File: config.mk
export PLATFORM = sky130hd
export DESIGN_NAME = imm_ext_pipe
export DESIGN_NICKNAME = d
export VERILOG_FILES = /design/src/rtl/imm_ext_pipe.sv
export SDC_FILE = /design/constraint.sdc
export NUM_CORES = 1
export LEC_CHECK = 0
export BUFFER_PORTS_ARGS = -buffer_cell sky130_fd_sc_hd__buf_2
export CORE_UTILIZATION = 33
export DETAILED_ROUTE_END_ITERATION = 7
export GPL_ROUTABILITY_DRIVEN = 0
export GPL_TIMING_DRIVEN = 0
export SLEW_MARGIN = 15
export SYNTH_ARGS = -nofsm -noshare
export SYNTH_HDL_FRONTEND = slang
export SYNTH_SLANG_ARGS = --single-unit
File: constraint.sdc
create_clock -name clk -period 2.7 [get_ports clk]
set_input_delay 0.54 -clock clk [delete_from_list [all_inputs] [get_ports clk]]
set_output_delay 0.54 -clock clk [all_outputs]
set_load 0.005 [all_outputs]
File: src/rtl/imm_ext_pipe.sv
// Registered immediate-extension stage (ID->EX) with a 2-entry elastic buffer and synchronous flush.
// Optional feature: define IMM_EXT_BRANCH_EN to make mode 11 a branch offset (sign-extend, shift left 2).
module imm_ext_pipe #(
   parameter int IN_W  = 16,
   parameter int OUT_W = 32,
   parameter int TAG_W = 5
) (
   input  logic             clk,
   input  logic             rst,
   input  logic             flush,
   input  logic             in_valid,
   output logic             in_ready,
   input  logic [IN_W-1:0]  in_imm,
   input  logic [1:0]       in_mode,
   input  logic [TAG_W-1:0] in_tag,
   output logic             out_valid,
   input  logic             out_ready,
   output logic [OUT_W-1:0] out_imm,
   output logic [TAG_W-1:0] out_tag,
   output logic             out_neg,
   output logic [1:0]       count
);

   typedef enum logic [1:0] {
      EMPTY = 2'd0,
      ONE   = 2'd1,
      FULL  = 2'd2
   } state_t;

   state_t           state, state_nxt;
   logic             head, head_nxt;
   logic             wr_en, wr_sel;
   logic             accept, pop;
   logic [OUT_W-1:0] ext_imm;
   logic [OUT_W-1:0] slot_imm [2];
   logic [TAG_W-1:0] slot_tag [2];

   generate
      if (IN_W == OUT_W) begin : g_pass
         assign ext_imm = in_imm;
      end else begin : g_ext
         logic [OUT_W-1:0] sext;
         assign sext = {{(OUT_W-IN_W){in_imm[IN_W-1]}}, in_imm};
         always_comb begin
            ext_imm = sext;
            case (in_mode)
               2'b00:   ext_imm = sext;
               2'b01:   ext_imm = {{(OUT_W-IN_W){1'b0}}, in_imm};
               2'b10:   ext_imm = {in_imm, {(OUT_W-IN_W){1'b0}}};
               default: begin
`ifdef IMM_EXT_BRANCH_EN
                  ext_imm = sext << 2;
`else
                  ext_imm = sext;
`endif
               end
            endcase
         end
      end
   endgenerate

   assign in_ready  = (state != FULL);
   assign out_valid = (state != EMPTY);
   assign count     = state;
   assign accept    = in_valid & in_ready;
   assign pop       = out_valid & out_ready;

   // Head only advances when another entry remains, so an emptied stage keeps showing the last popped value.
   always_comb begin
      state_nxt = state;
      head_nxt  = head;
      wr_en     = 1'b0;
      wr_sel    = head;
      if (flush) begin
         state_nxt = EMPTY;
      end else begin
         case (state)
            EMPTY: begin
               if (accept) begin
                  wr_en     = 1'b1;
                  state_nxt = ONE;
               end
            end
            ONE: begin
               wr_sel = ~head;
               if (accept && pop) begin
                  wr_en    = 1'b1;
                  head_nxt = ~head;
               end else if (accept) begin
                  wr_en     = 1'b1;
                  state_nxt = FULL;
               end else if (pop) begin
                  state_nxt = EMPTY;
               end
            end
            FULL: begin
               if (pop) begin
                  head_nxt  = ~head;
                  state_nxt = ONE;
               end
            end
            default: state_nxt = EMPTY;
         endcase
      end
   end

   always_ff @(posedge clk or posedge rst) begin
      if (rst) begin
         state <= EMPTY;
         head  <= 1'b0;
      end else begin
         state <= state_nxt;
         head  <= head_nxt;
      end
   end

   always_ff @(posedge clk or posedge rst) begin
      if (rst) begin
         for (int unsigned i = 0; i < 2; i++) begin
            slot_imm[i] <= '0;
            slot_tag[i] <= '0;
         end
      end else if (wr_en) begin
         slot_imm[wr_sel] <= ext_imm;
         slot_tag[wr_sel] <= in_tag;
      end
   end

   assign out_imm = slot_imm[head];
   assign out_tag = slot_tag[head];
   assign out_neg = out_imm[OUT_W-1];

endmodule
==> metrics.txt, run 1 <==
number of enable flip-flop cells after synthesis 0; proportion of netlist area held by the largest area contributor 0.535; Core Box Area 10500 um^2; Power per Cell Area 1140 nW/um^2; first-pass GRT wire length 15.2 mm; maximum number of pins on one net before global-route repair 55; # setup viols final 0; vias 2911; Worst path top cell family by delay buffers and inverters; IO Count 70; post-synthesis instance area roughly 3600 um^2; number of max-slew violations in the final report 0; quantity of hold-fixing buffers added after cts 0; number of standard cells after synthesis 361; met3 global-route usage 0.0454; drt drc 0; total instance count after detailed placement 567; final cell count without fillers slightly below 600; met2 capacity usage during global routing 0.296; critical path's most frequent cell sky130_fd_sc_hd__buf_2; final global-route overflow total 0; Peak Freq 396 MHz; synthesized area per cell between 9 and 10 um^2; count of distinct cell types in the synthesized netlist 31; clk root buf sky130_fd_sc_hd__clkbuf_8; TritonCTS clock tree done; initial cell density of the core 0.344; number of detailed-routing iterations run before antenna repair 5; Synth Net Count 395; most congested layer reported by global routing met2; maximum buffer depth of the clock tree 2; Critical Path RT 2.16 ns; crit path capture type output pin; category of the most critical setup path flop to output pin; via count of the first global-routing pass 2987; critical path startpoint category flop; area grow syn2layout 21.1%; Yosys warnings 0; Crit-path slowest cell sky130_fd_sc_hd__dfrtp_1; final design area excluding fillers 4360 um^2; total routing usage reported by global routing 0.178; detailed router's first-iteration violation count 167; fraction of final layout cells with drive strength greater than 1 0.312; chip width 106 um; Final Cycle Share 0.935; num rows 37; Post-DP HPWL 6.89 mm; count of cell instances traversed by the critical path 4; Most used DFF post-synth sky130_fd_sc_hd__dfrtp_1; global-route met1 utilization 0.231; diode insertion count for antenna repair 0; Leak 2.16 nW; Peak VDD IR 0.000588 V; Inserted Clock Buffers 9; via density per instance 5.00; post-cts repair resize count 0; IO Port Bufs 69; Nets around 480; number of storage elements in the synthesis netlist between 70 and 80; post-CTS setup repair buffer count 0; post-place instance area 4150 um^2; HP Class input port to asynchronous set/reset pin; ANT nets after route 0; CTS sink cnt 77; number of levels the H-tree was split into 3; biggest area contributors in the synthesized netlist sky130_fd_sc_hd__dfrtp_1 54%, sky130_fd_sc_hd__mux2_2 12%, sky130_fd_sc_hd__nand2_1 10%; full die area 11300 um^2; asr flop ratio synth 1.00; number of antenna violations at the first check in global routing 0; final-report hold violation count 0; Routed WL per cell approximately 16 um; minimum clock period after layout 2.52 ns; Seq/Total Area, Yosys 0.535; r2r worst-path depth 8; insertion delay of the later-clocked pin in the worst-skew pair around 0.36 ns; buffering stage count on the worst path with inverters included 3; Tot Pwr between 4 and 5 mW; largest fanout of any net on the critical path 10; Hold WS 0.149 ns; y dimension of the die around 110 um; status finished, final reports clean; library cell with the largest summed area after synthesis sky130_fd_sc_hd__dfrtp_1; MaxCap Viol Count 0; WL final 9.52 mm; CP max stage delay 0.41 ns; Clock Skews 0.00447 ns; most common cell in the synthesized netlist sky130_fd_sc_hd__nand2_1; cell types with the highest counts after synthesis 96 x sky130_fd_sc_hd__nand2_1, 77 x sky130_fd_sc_hd__dfrtp_1, 64 x sky130_fd_sc_hd__o21ai_0; critical path, cell by cell buf_2 > buf_2 > mux2_2 > buf_2; layout filler cell count 1077; unrepaired setup endpoints after global routing no; headroom to the max-slew limit 0.532; data arrival time at the worst-slack endpoint 1.98 ns; Reg clk slew, reported paths 0.08 ns; transition time at the pin with the least slew margin 0.702 ns
[cell families (layout without fill, tap and decap cells)]
logic type | Yosys count | in the layout | synth area share
flops | 77 | 77 | 0.535
compound gates | 93 | 93 | 0.138
xor+xnor | 2 | 2 | 0.00487
simple gates | 108 | 108 | 0.121
fa+ha+maj | 6 | 6 | 0.0208
mux | 42 | 42 | 0.137
buf+inv | 33 | 118 | 0.0434
[cell usage in the layout, fill, tap and decap left out, types with 2 or more instances in the layout]
cell type / netlist / layout
sky130_fd_sc_hd__mux2_4: 5 / 5
sky130_fd_sc_hd__nor2_1: 2 / 2
sky130_fd_sc_hd__nand2_1: 96 / 96
sky130_fd_sc_hd__ha_1: 6 / 6
sky130_fd_sc_hd__buf_6: 3 / 3
sky130_fd_sc_hd__a21oi_1: 16 / 16
sky130_fd_sc_hd__nor2b_1: 2 / 2
sky130_fd_sc_hd__inv_1: 8 / 7
sky130_fd_sc_hd__clkbuf_1: 15 / 15
sky130_fd_sc_hd__a211oi_1: 2 / 2
sky130_fd_sc_hd__o21ai_1: 3 / 3
sky130_fd_sc_hd__mux2_2: 37 / 37
sky130_fd_sc_hd__bufinv_16: 0 / 2
sky130_fd_sc_hd__clkbuf_8: 0 / 10
sky130_fd_sc_hd__dfrtp_1: 77 / 77
sky130_fd_sc_hd__buf_2: 5 / 74
sky130_fd_sc_hd__nand2b_1: 3 / 3
sky130_fd_sc_hd__clkinv_2: 0 / 3
sky130_fd_sc_hd__a211o_1: 2 / 2
sky130_fd_sc_hd__xor2_1: 2 / 2
sky130_fd_sc_hd__o21ai_0: 64 / 64
[through the flow]
step                      setup TNS, ns  setup slack, ns   util
after floorplan                       0            0.193      -
after global placement           -52.12           -0.682  0.393
after detailed placement              0            0.472  0.396
after CTS                             0            0.151  0.417
after global routing                  0           0.0930  0.417
final                                 0            0.175  0.417
[sequential cells by signal, summed over array words and instances (netlist names)]
register and cells:
count 2, head 1, slot_imm 64, slot_tag 10
[metal layers]
layer  up-vias  share of wire
li1       1375              -
met1      1445           0.47
met2        81           0.47
met3        10          0.052
met4         0         0.0091
met5         -              0
[where the power goes]
part / leakage [nW] / internal [mW] / switching (mW) / total [mW]
combinational: 1.06 / 1.01 / 1.05 / 2.06
clock: 0.112 / 0.536 / 0.412 / 0.948
sequential: 0.991 / 1.68 / 0.269 / 1.95
[final cells by class]
class                   instances  area (um^2)  share of cell area
flip-flops and latches         77         1930               0.442
multi-input cells             251         1520               0.348
repair buffers                 70          373              0.0855
well taps                     136          170              0.0390
clock buffers                  10          138              0.0316
plain buffers                  25          126              0.0290
clock inverters                 5         75.1              0.0172
inverters                       8         32.5             0.00746
[worst paths after layout]
kind                                   start           end  slack, ns
max in group asynchronous                rst  slot_imm[49]       1.99
worst max register to register      count[0]  slot_imm[15]       0.55
worst min-delay path                     rst  slot_imm[61]       0.15
worst max-delay path                    head    out_imm[8]       0.18
worst min register to register  slot_imm[23]  slot_imm[23]       0.48
min in group clk                   in_tag[2]   slot_tag[2]       0.40
(Power assumes the default switching activity.)
==> run 2: changes to the inputs <==
--- a/config.mk
+++ b/config.mk
@@ -6,7 +6,7 @@
 export NUM_CORES = 1
 export LEC_CHECK = 0
 export BUFFER_PORTS_ARGS = -buffer_cell sky130_fd_sc_hd__buf_2
-export CORE_UTILIZATION = 33
+export CORE_UTILIZATION = 25
 export DETAILED_ROUTE_END_ITERATION = 7
 export GPL_ROUTABILITY_DRIVEN = 0
 export GPL_TIMING_DRIVEN = 0
==> run 2 against run 1 <==
Compared with the run above: final cell count rose by 7.7%; non-clock buffer count did not move; fmax rose by 1.1%; critical path type unchanged; largest cell class unchanged; largest power group unchanged.
==> metrics.txt, run 2 (same netlist as run 1, synthesis figures left out) <==
reg-to-reg critical path endpoint slot_imm[12]; Reg clk slew, reported paths 0.06 ns (-0.02 ns); Hold WS 0.247 ns (+0.0984 ns); CTS sink cnt 77 (unchanged); full die area 14900 um^2 (+31%); Critical Path RT 2.16 ns (about the same); WL final 10.0 mm (+5.2%); max FFs per register 64 (unchanged); transition time at the pin with the least slew margin 0.689 ns (-0.0132 ns); drt drc 0 (unchanged); headroom to the max-slew limit 0.538 (+0.00602); final-report hold violation count 0 (unchanged); setup TNS after final layout 0 ns (unchanged); number of max-slew violations in the final report 0 (unchanged); initial cell density of the core 0.257 (-0.0868); fraction of final layout cells with drive strength greater than 1 0.309 (-0.00293); IO Count 70 (unchanged); TritonCTS clock tree done; register name with the most flops slot_imm; Leak 2.18 nW (+0.64%); Power per Cell Area 1150 nW/um^2 (+0.73%); num rows 43 (+16%); FF-to-FF Start count[0]; insertion delay of the later-clocked pin in the worst-skew pair 0.33 ns (-0.03 ns); chip width 122 um (+15%); detailed router's first-iteration violation count 142 (-15%); final global-route overflow total 0 (unchanged); Peak Freq 401 MHz (+1.1%); top library cells by usage in the layout, fill and taps aside 96 x sky130_fd_sc_hd__nand2_1, 77 x sky130_fd_sc_hd__dfrtp_1, 74 x sky130_fd_sc_hd__buf_2, 64 x sky130_fd_sc_hd__o21ai_0, 37 x sky130_fd_sc_hd__mux2_2; clk root buf sky130_fd_sc_hd__clkbuf_16; number of antenna violations at the first check in global routing 0 (unchanged); number of detailed-routing iterations run before antenna repair 4 (-1); maximum buffer depth of the clock tree 2 (unchanged); quantity of hold-fixing buffers added after cts 0 (unchanged); maximum number of pins on one net before global-route repair 41 (-25%); ANT nets after route 0 (unchanged); critical path startpoint category flop; # setup viols final 0 (unchanged); y dimension of the die 122 um (+15%); Post-DP HPWL 7.50 mm (+8.8%); worst setup slack after placement 0.530 ns (+0.0582 ns); MaxCap Viol Count 0 (unchanged); unrepaired setup endpoints after global routing no; layout filler cell count 1482 (+38%); crit path capture type output pin; HP Class input port to asynchronous set/reset pin; r2r worst-path depth 7 (-1); via count of the first global-routing pass 2952 (-1.2%); post-cts repair resize count 0 (unchanged); number of levels the H-tree was split into 3 (unchanged); Clock Skews 0.00313 ns (-0.00134 ns); via density per instance 4.54 (-9.2%); Peak VDD IR 0.000416 V (-29%); total routing usage reported by global routing 0.143 (-0.0342); data arrival time at the worst-slack endpoint 1.96 ns (-0.02 ns); post-CTS setup repair buffer count 0 (unchanged); largest fanout of any net on the critical path 10 (unchanged); Routed WL per cell 16.0 um (-2.3%); area grow syn2layout 23.7%; category of the most critical setup path flop to output pin; Final Cycle Share 0.925 (-0.0105); status finished, final reports clean; Nets 476 (unchanged); diode insertion count for antenna repair 0 (unchanged); minimum clock period after layout 2.50 ns (-0.0282 ns); setup slack of the most critical reg-to-reg path 0.51 ns (-0.04 ns); Inserted Clock Buffers 9 (unchanged); leading cell type in the layout, fill and taps excluded sky130_fd_sc_hd__nand2_1; utilization of the core after routing 0.318 (-0.0982); Core Box Area 14000 um^2 (+34%); first-pass GRT wire length 15.7 mm (+3.5%); final worst setup slack 0.204 ns (+0.0282 ns); IO Port Bufs 69 (unchanged); vias 2849 (-2.1%)
==> run 2: cell count changes in the layout (fill, tap and decap cells not counted), sizes merged <==
cell / previous run / this run
bufinv: 2 / 0
clkbuf: 25 / 26
clkinv: 3 / 4
clkinvlp: 0 / 1
==> run 2: worst max path at each step <==
stage	startpoint	to	slack, ns	cells after the start
2_1_floorplan	rst	count[0]	0.19	1
3_3_place_gp	rst	slot_imm[17]	-0.64	2
3_5_place_dp	count[0]	slot_imm[49]	0.53	7
4_1_cts	head	out_imm[7]	0.20	4
5_1_grt	head	out_imm[26]	0.12	4
6_report	head	out_imm[7]	0.20	4
==> run 2: layout make-up <==
class	instances	area (um^2)	area share
Timing Repair Buffer	70	365	0.0820
Clock buffer	11	233	0.0522
Buffer	25	126	0.0284
Multi-Input combinational cell	251	1520	0.341
Clock inverter	5	27.5	0.00618
Sequential cell	77	1930	0.433
Inverter	8	32.5	0.00730
Tap cell	180	225	0.0506
==> run 2: per-stage QoR <==
stage | instances | total power [mW] | instance area, um^2
after floorplan | 361 | 3.23 | 3600
after global placement | 610 | 3.99 | 4170
after detailed placement | 611 | 4.08 | 4190
after CTS | 627 | 5.18 | 4450
after global routing | 627 | 5.52 | 4450
final | 627 | 5.11 | 4450
==> run 2: per-layer routing <==
| metal | track usage | routed length, um |
|---|---|---|
| met2 | 0.226 | 4680 |
| met5 | 0 | 0 |
| met3 | 0.0417 | 558 |
| met1 | 0.189 | 4680 |
| met4 | 0.0417 | 96 |
==> run 2: power breakdown <==
group	switching, mW	internal (mW)	leakage (nW)
clock	0.458	0.616	0.129
combinational	1.08	1.01	1.05
sequential	0.259	1.68	0.991
==> run 2: worst max-delay path, stage by stage (launching register included) <==
cell and delay [ns]:
sky130_fd_sc_hd__dfrtp_1 0.40, sky130_fd_sc_hd__buf_2 0.34, sky130_fd_sc_hd__buf_2 0.36, sky130_fd_sc_hd__mux2_2 0.38
sky130_fd_sc_hd__buf_2 0.13
